<file path="src/rtl/power_pkg.sv">
// Shared power-mode encodings, sequencer state type and the one-hot check
// used by the power_mode_sequencer slice.
package power_pkg;

  localparam logic [2:0] PWR_OFF   = 3'b000;
  localparam logic [2:0] PWR_TRAIN = 3'b001;
  localparam logic [2:0] PWR_DUEL  = 3'b010;
  localparam logic [2:0] PWR_BULK  = 3'b100;

  typedef enum logic [1:0] {
    ST_OFF    = 2'd0,
    ST_DRAIN  = 2'd1,
    ST_RAMP   = 2'd2,
    ST_ACTIVE = 2'd3
  } state_t;

  function automatic logic is_onehot3(input logic [2:0] v);
    return (v == PWR_TRAIN) || (v == PWR_DUEL) || (v == PWR_BULK);
  endfunction

endpackage

</file>
<file path="src/rtl/rr_arbiter.sv">
// Combinational round-robin pick: the lowest request at or above the pointer
// wins (wrapping), and the pointer suggestion is winner+1 mod N.
module rr_arbiter #(
  parameter int N  = 3,
  parameter int PW = (N > 1) ? $clog2(N) : 1
) (
  input  logic [N-1:0]  i_req,
  input  logic [PW-1:0] i_ptr,
  output logic [N-1:0]  o_gnt,
  output logic          o_vld,
  output logic [PW-1:0] o_nxt_ptr
);

  always_comb begin
    int best_d;
    int best;
    int d;
    best_d    = N;
    best      = 0;
    d         = 0;
    o_gnt     = '0;
    o_vld     = 1'b0;
    o_nxt_ptr = i_ptr;
    // distance from the pointer decides priority, so no variable indexing is needed
    for (int i = 0; i < N; i++) begin
      if (i_req[i]) begin
        d = (i >= int'(i_ptr)) ? i - int'(i_ptr) : i + N - int'(i_ptr);
        if (d < best_d) begin
          best_d = d;
          best   = i;
        end
      end
    end
    for (int i = 0; i < N; i++) begin
      if (best_d < N && best == i) begin
        o_gnt[i]  = 1'b1;
        o_vld     = 1'b1;
        o_nxt_ptr = (i == N - 1) ? '0 : PW'(i + 1);
      end
    end
  end

endmodule

</file>
<file path="src/rtl/power_mode_sequencer.sv">
// Arbitrates power-mode requests and sequences drain/ramp of the shared
// one-hot power-setting register. Optional feature: BULKHEAD_PREEMPT_EN.
module power_mode_sequencer
  import power_pkg::*;
#(
  parameter int NREQ       = 3,
  parameter int DRAIN_CYC  = 4,
  parameter int SETTLE_CYC = 8
) (
  input  logic              i_clk,
  input  logic              i_rst_n,
  input  logic [NREQ-1:0]   i_req,
  input  logic [3*NREQ-1:0] i_req_mode,
  output logic [NREQ-1:0]   o_gnt,
  output logic [NREQ-1:0]   o_rej,
  output logic [2:0]        o_pow_set,
  output logic              o_pow_ready,
  output logic              o_busy
);

  localparam int PW   = (NREQ > 1) ? $clog2(NREQ) : 1;
  localparam int CMAX = (DRAIN_CYC > SETTLE_CYC) ? DRAIN_CYC : SETTLE_CYC;
  localparam int CW   = $clog2(CMAX + 1);
  localparam logic [CW-1:0] DRAIN_LD  = CW'(DRAIN_CYC - 1);
  localparam logic [CW-1:0] SETTLE_LD = CW'(SETTLE_CYC - 1);

  logic [NREQ-1:0] w_elig, w_arb_req, w_win;
  logic            w_win_vld, w_preempt;
  logic [PW-1:0]   w_nxt_ptr;
  logic [2:0]      w_win_mode;

  state_t          r_state;
  logic [CW-1:0]   r_cnt;
  logic [PW-1:0]   r_ptr;
  logic [2:0]      r_target, r_pow_set;
  logic [NREQ-1:0] r_gnt, r_rej;
  logic            r_pow_ready, r_busy;

  always_comb begin
    w_elig = '0;
    for (int i = 0; i < NREQ; i++)
      w_elig[i] = i_req[i] & is_onehot3(i_req_mode[3*i +: 3]);
  end

  always_comb begin
    w_win_mode = PWR_OFF;
    for (int i = 0; i < NREQ; i++)
      if (w_win[i]) w_win_mode = w_win_mode | i_req_mode[3*i +: 3];
  end

`ifdef BULKHEAD_PREEMPT_EN
  logic [NREQ-1:0] w_bulk;
  always_comb begin
    w_bulk = '0;
    for (int i = 0; i < NREQ; i++)
      w_bulk[i] = w_elig[i] & (i_req_mode[3*i +: 3] == PWR_BULK);
  end
  assign w_arb_req = (|w_bulk) ? w_bulk : w_elig;
  // r_busy is high exactly in DRAIN/RAMP; a bulkhead target is never aborted
  assign w_preempt = r_busy & (|w_bulk) & (r_target != PWR_BULK);
`else
  assign w_arb_req = w_elig;
  assign w_preempt = 1'b0;
`endif

  rr_arbiter #(.N(NREQ), .PW(PW)) u_arb (
    .i_req     (w_arb_req),
    .i_ptr     (r_ptr),
    .o_gnt     (w_win),
    .o_vld     (w_win_vld),
    .o_nxt_ptr (w_nxt_ptr)
  );

  always_ff @(posedge i_clk or negedge i_rst_n) begin
    if (!i_rst_n) begin
      r_state     <= ST_OFF;
      r_cnt       <= '0;
      r_ptr       <= '0;
      r_target    <= PWR_OFF;
      r_pow_set   <= PWR_OFF;
      r_gnt       <= '0;
      r_rej       <= '0;
      r_pow_ready <= 1'b0;
      r_busy      <= 1'b0;
    end else begin
      r_gnt <= '0;
      r_rej <= i_req & ~w_elig;
      case (r_state)
        ST_OFF: if (w_win_vld) begin
          r_gnt     <= w_win;
          r_ptr     <= w_nxt_ptr;
          r_target  <= w_win_mode;
          r_pow_set <= w_win_mode;
          r_busy    <= 1'b1;
          r_cnt     <= SETTLE_LD;
          r_state   <= ST_RAMP;
        end
        ST_ACTIVE: if (w_win_vld) begin
          r_gnt <= w_win;
          r_ptr <= w_nxt_ptr;
          if (w_win_mode != r_pow_set) begin
            r_target    <= w_win_mode;
            r_pow_set   <= PWR_OFF;
            r_pow_ready <= 1'b0;
            r_busy      <= 1'b1;
            r_cnt       <= DRAIN_LD;
            r_state     <= ST_DRAIN;
          end
        end
        ST_DRAIN: begin
          // a retarget keeps the drain count running
          if (w_preempt) begin
            r_gnt    <= w_win;
            r_ptr    <= w_nxt_ptr;
            r_target <= PWR_BULK;
          end
          if (r_cnt == '0) begin
            r_pow_set <= w_preempt ? PWR_BULK : r_target;
            r_cnt     <= SETTLE_LD;
            r_state   <= ST_RAMP;
          end else begin
            r_cnt <= r_cnt - CW'(1);
          end
        end
        ST_RAMP: begin
          if (w_preempt) begin
            r_gnt     <= w_win;
            r_ptr     <= w_nxt_ptr;
            r_target  <= PWR_BULK;
            r_pow_set <= PWR_OFF;
            r_cnt     <= DRAIN_LD;
            r_state   <= ST_DRAIN;
          end else if (r_cnt == '0) begin
            r_pow_ready <= 1'b1;
            r_busy      <= 1'b0;
            r_state     <= ST_ACTIVE;
          end else begin
            r_cnt <= r_cnt - CW'(1);
          end
        end
        default: r_state <= ST_OFF;
      endcase
    end
  end

  assign o_gnt       = r_gnt;
  assign o_rej       = r_rej;
  assign o_pow_set   = r_pow_set;
  assign o_pow_ready = r_pow_ready;
  assign o_busy      = r_busy;

endmodule
</file>
<file path="config.mk">
export PLATFORM = sky130hd
export DESIGN_NAME = power_mode_sequencer
export DESIGN_NICKNAME = d
export VERILOG_FILES = /design/src/rtl/power_pkg.sv /design/src/rtl/rr_arbiter.sv /design/src/rtl/power_mode_sequencer.sv
export SDC_FILE = /design/constraint.sdc
export NUM_CORES = 1
export LEC_CHECK = 0
export ABC_AREA = 1
export ABC_CLOCK_PERIOD_IN_PS = 5800
export CAP_MARGIN = 25
export CORE_ASPECT_RATIO = 1.4
export CORE_UTILIZATION = 48
export CTS_CLUSTER_SIZE = 14
export DETAILED_ROUTE_END_ITERATION = 12
export PLACE_DENSITY = 0.76
export SLEW_MARGIN = 40
export SYNTH_ARGS = -nofsm -noshare
export SYNTH_HDL_FRONTEND = slang
export SYNTH_SLANG_ARGS = --single-unit
export TNS_END_PERCENT = 100
</file>
<file path="constraint.sdc">
create_clock -name i_clk -period 5.8 [get_ports i_clk]
set_input_delay 1.16 -clock i_clk [delete_from_list [all_inputs] [get_ports i_clk]]
set_output_delay 1.16 -clock i_clk [all_outputs]
set_load 0.03 [all_outputs]
</file>
==> impl_summary.txt <==
----------------------------------------------------
[Status]
  Result of the run ... completed

[Clock tree]
  Register clock-pin slew on the reported worst setup and hold paths ... approximately 0.080 ns
  Clock Tree Buf Depth ... 2
  Clock Sinks ... 22
  Post-CTS Setup Inserts ... 0
  Root cell of the clock tree ... sky130_fd_sc_hd__clkbuf_8
  Number of clock buffers inserted by TritonCTS ... 3
  Hold bufs inserted after CTS ... 0
  Clock tree from TritonCTS ... yes
  Post_cts resized ... 0
  CTS H-Tree Depth ... 1
  Clk Latency, worst-skew pair ... 0.26 ns

[Pwr]
  Logic pwr share ... 64.4%
  Share of total power in sequential cells ... 24.8%
  Internal cell power ... 516.3 µW
  Part of the total power dissipated in the clock network ... 10.8%
  Power, Total ... between 1000 and 1500 µW
  Psw ... 520.9 µW
  Maximum vdd drop ... 296.3 µV
  Sw frac ... 50.22%
  Ratio of total power to cell area ... 485.9 nW/µm²
  Static leakage ... 0.001148 µW

[Yosys]
  Register area share after synthesis ... 30.34%
  Cell area after technology mapping ... 1814 µm²
  Post-Syn Instances ... 246
  Number of flip-flops and latches in the synthesized netlist ... 22
  Library cells used by synthesis ... 33
  Yosys synthesis warning count ... 0
  Post-Synthesis Mean Instance Area ... between 7 and 8 µm²
  Synth Net Count ... 278

[Die]
  Std-Cell Rows ... 26
  Floorplan die height ... 74.75 µm
  Core footprint ... 3643 µm²
  Die footprint ... 4033 µm²
  Initial cell density of the core ... 49.79%
  Horizontal die dimension ... around 54 µm
  Ports ... 25

[Timing]
  Unrepaired setup endpoints after global routing ... no
  Shortest clock period the worst path allows after layout ... ~4.8 ns
  Hold_ws ... 0.4788 ns
  Final clock skew ... roughly 0.0034 ns
  Upper clock frequency limit ... between 0.2 and 0.25 GHz
  Final Setup Violations ... 0
  Pins over their slew limit ... 0
  Final sum of negative setup slack ... 0 ns
  Fraction of the cycle the final worst path needs ... 83.03%
  Fin. Hold Viols ... 0

[Worst setup path]
  Type of the worst setup path ... input pin to register
  Dominant cell type by count on the critical path ... sky130_fd_sc_hd__nand2_1
  Data required time at the worst endpoint ... 5.96 ns
  Crit end category ... register
  Slowest CP cell ... sky130_fd_sc_hd__clkdlybuf4s50_1
  Slowest cell delay on critical path ... 0.53 ns
  WP data arrival ... 4.97 ns
  Kind of launch point of the worst setup path ... input pin
  Crit-path max FO ... 17

[Cells and area]
  Fraction of layout cells with a size suffix above 1 ... 14.34%
  Final design utilization ... 58.59%
  Finished Layout Cells ... 314
  Number of nets in the final layout ... 305
  Layout filler cell count ... around 370
  Seq. cell area ... 550.5 µm²
  # diodes ... 0
  Total area of multi-input combinational cells ... 1076 µm²
  Layout area overhead ... 17.66%

[Run]
  Maxcap violations ... 0

[GRT]
  Wire length of the first global-routing pass ... 6258 µm
  Pin count of the biggest net entering global routing ... 23
  Number of antenna violations at the first check in global routing ... 0
  Overflow left after global routing ... 0
  Overall track demand over capacity in global routing ... about a fifth
  Via count of the first global-routing pass ... 1,479

[Placement]
  Number of port buffers ... 24
  Total half-perimeter wirelength after legalization and detailed placement ... around 3000 µm
  Cell count after placement ... 310
  Final weighted congestion in routability-driven placement ... a little under 0.9

[Hold path]
  Worst min-delay path category ... register to register

[Route]
  Number of iterations in the first detailed-routing pass ... 4
  Routed wirelength normalized by instance count ... 11.58 µm
  Via-per-instance ratio ... 5.108
  Post-route DRC ... 0
  Post-detailed-routing wire length ... 3636 µm
  Drt first-iter violations ... 28
  Vias after detailed routing ... between 1,500 and 2,000
  Antenna Violating Nets Remaining ... 0

----------------------------------------------------
-- cells in the final DEF, fill, tap and decap left out, drive strengths merged --
cell / instances
nand2: 67
inv: 44
nand3: 27
clkdlybuf4s50: 23
dfrtp: 22
nor2: 19
ha: 18
nand4: 15
o21ai: 10
clkbuf: 4
nor3: 3
a22oi: 3
a21oi: 3
xnor2: 2
conb: 2
or2: 2
and3: 1
mux2: 1
nor4: 1
o211ai: 1
a211oi: 1
o21bai: 1
o22ai: 1
buf: 1
-- state kept, by name, summed over array words and instances (netlist names) --
name,flops
o_gnt,3
o_busy,1
r_ptr,2
r_cnt,4
o_pow_set,3
r_state,2
r_target,3
o_rej,3
o_pow_ready,1
-- critical path: cells and delay by family --
family / cells / cell delay, ns
and+or+nand+nor: 24 / 2.36
buffers and inverters: 4 / 0.78
adders and majority gates: 2 / 0.43
AOI/OAI and AO/OA: 2 / 0.25
-- synth_stat cells --
cell | number | area [µm²]
sky130_fd_sc_hd__buf_6 | 2 | 22.52
sky130_fd_sc_hd__o211ai_1 | 1 | 7.510
sky130_fd_sc_hd__nor2_2 | 1 | 6.260
sky130_fd_sc_hd__o21ai_0 | 6 | 30.03
sky130_fd_sc_hd__o21bai_1 | 1 | 7.510
sky130_fd_sc_hd__nor2_1 | 17 | 63.81
sky130_fd_sc_hd__dfrtp_1 | 22 | 550.5
sky130_fd_sc_hd__a211oi_1 | 1 | 7.510
sky130_fd_sc_hd__nand2_2 | 10 | 62.56
sky130_fd_sc_hd__nor3_1 | 3 | 15.01
sky130_fd_sc_hd__o21ai_2 | 1 | 8.760
sky130_fd_sc_hd__a21oi_1 | 2 | 10.01
sky130_fd_sc_hd__nand4_1 | 14 | 87.58
sky130_fd_sc_hd__or2_1 | 1 | 6.260
sky130_fd_sc_hd__nand3_1 | 17 | 85.08
sky130_fd_sc_hd__nand4_2 | 1 | 12.51
sky130_fd_sc_hd__inv_1 | 38 | 142.6
sky130_fd_sc_hd__nor2_4 | 1 | 11.26
sky130_fd_sc_hd__nor4_1 | 1 | 6.260
sky130_fd_sc_hd__conb_1 | 2 | 7.510
sky130_fd_sc_hd__nand2_1 | 56 | 210.2
sky130_fd_sc_hd__mux2_2 | 1 | 11.26
sky130_fd_sc_hd__or2_2 | 1 | 6.260
sky130_fd_sc_hd__nand3_2 | 10 | 100.1
sky130_fd_sc_hd__inv_2 | 6 | 22.52
sky130_fd_sc_hd__and3_1 | 1 | 6.260
sky130_fd_sc_hd__xnor2_1 | 2 | 17.52
sky130_fd_sc_hd__nand2_4 | 1 | 11.26
sky130_fd_sc_hd__a22oi_1 | 3 | 22.52
sky130_fd_sc_hd__ha_1 | 18 | 225.2
sky130_fd_sc_hd__o22ai_1 | 1 | 6.260
sky130_fd_sc_hd__o21ai_1 | 3 | 15.01
sky130_fd_sc_hd__a21oi_2 | 1 | 8.760
-- stage by stage --
stage | worst slack, ns | cell area (µm²)
4_1_cts | 0.9933 | 2135
3_3_place_gp | 0.7998 | 2085
2_1_floorplan | 1.707 | 1814
3_5_place_dp | 0.7170 | 2079
5_1_grt | 0.6041 | 2135
6_report | 0.9843 | 2135
-- worst paths after layout --
kind / start / end / slack (ns) / depth (start not counted)
worst max register to register: r_ptr[1] / r_cnt[0] / 1.76 / 28
worst max-delay path: i_req_mode[0] / r_cnt[0] / 0.98 / 32
worst min-delay path: o_pow_ready / o_pow_ready / 0.48 / 2
min in group asynchronous: i_rst_n / o_pow_set[2] / 0.85 / 1
max in group asynchronous: i_rst_n / r_state[0] / 4.61 / 1
worst min register to register: o_pow_ready / o_pow_ready / 0.48 / 2
-- power by group through the flow --
| stage | logic, µW | clock network [µW] | registers (µW) |
|---|---|---|---|
| after floorplan | 500 | 0 | 283 |
| after global placement | 659 | 0 | 259 |
| after detailed placement | 674 | 0 | 259 |
| after CTS | 675 | 113 | 257 |
| after global routing | 771 | 120 | 266 |
| final | 668 | 112 | 257 |
-- layout make-up --
type | instances | share of cell area [%]
clock buffers | 4 | 2.579
repair buffers | 24 | 11.02
flip-flops and latches | 22 | 25.79
well taps | 42 | 2.462
multi-input cells | 178 | 50.41
inverters | 44 | 7.737
-- logic make-up after synthesis --
family          count (synthesis)  share of synthesized area [%]
mux                             1                         0.6206
flops                          22                          30.34
compound gates                 20                          6.828
buf+inv                        46                          10.34
other cells                     2                         0.4139
fa+ha+maj                      18                          12.41
simple gates                  135                          38.07
xor+xnor                        2                         0.9657
-- metal layers --
layer | vias to the layer above | routed length (µm) | GRT usage (%)
li1 | 845 | - | -
met1 | 742 | 1571 | 24.31
met2 | 15 | 1972 | 39.09
met3 | 2 | 53 | 2.424
met4 | 0 | 38 | 7.895
met5 | - | 0 | 0
Note: power is estimated with default switching activity, not from simulation.
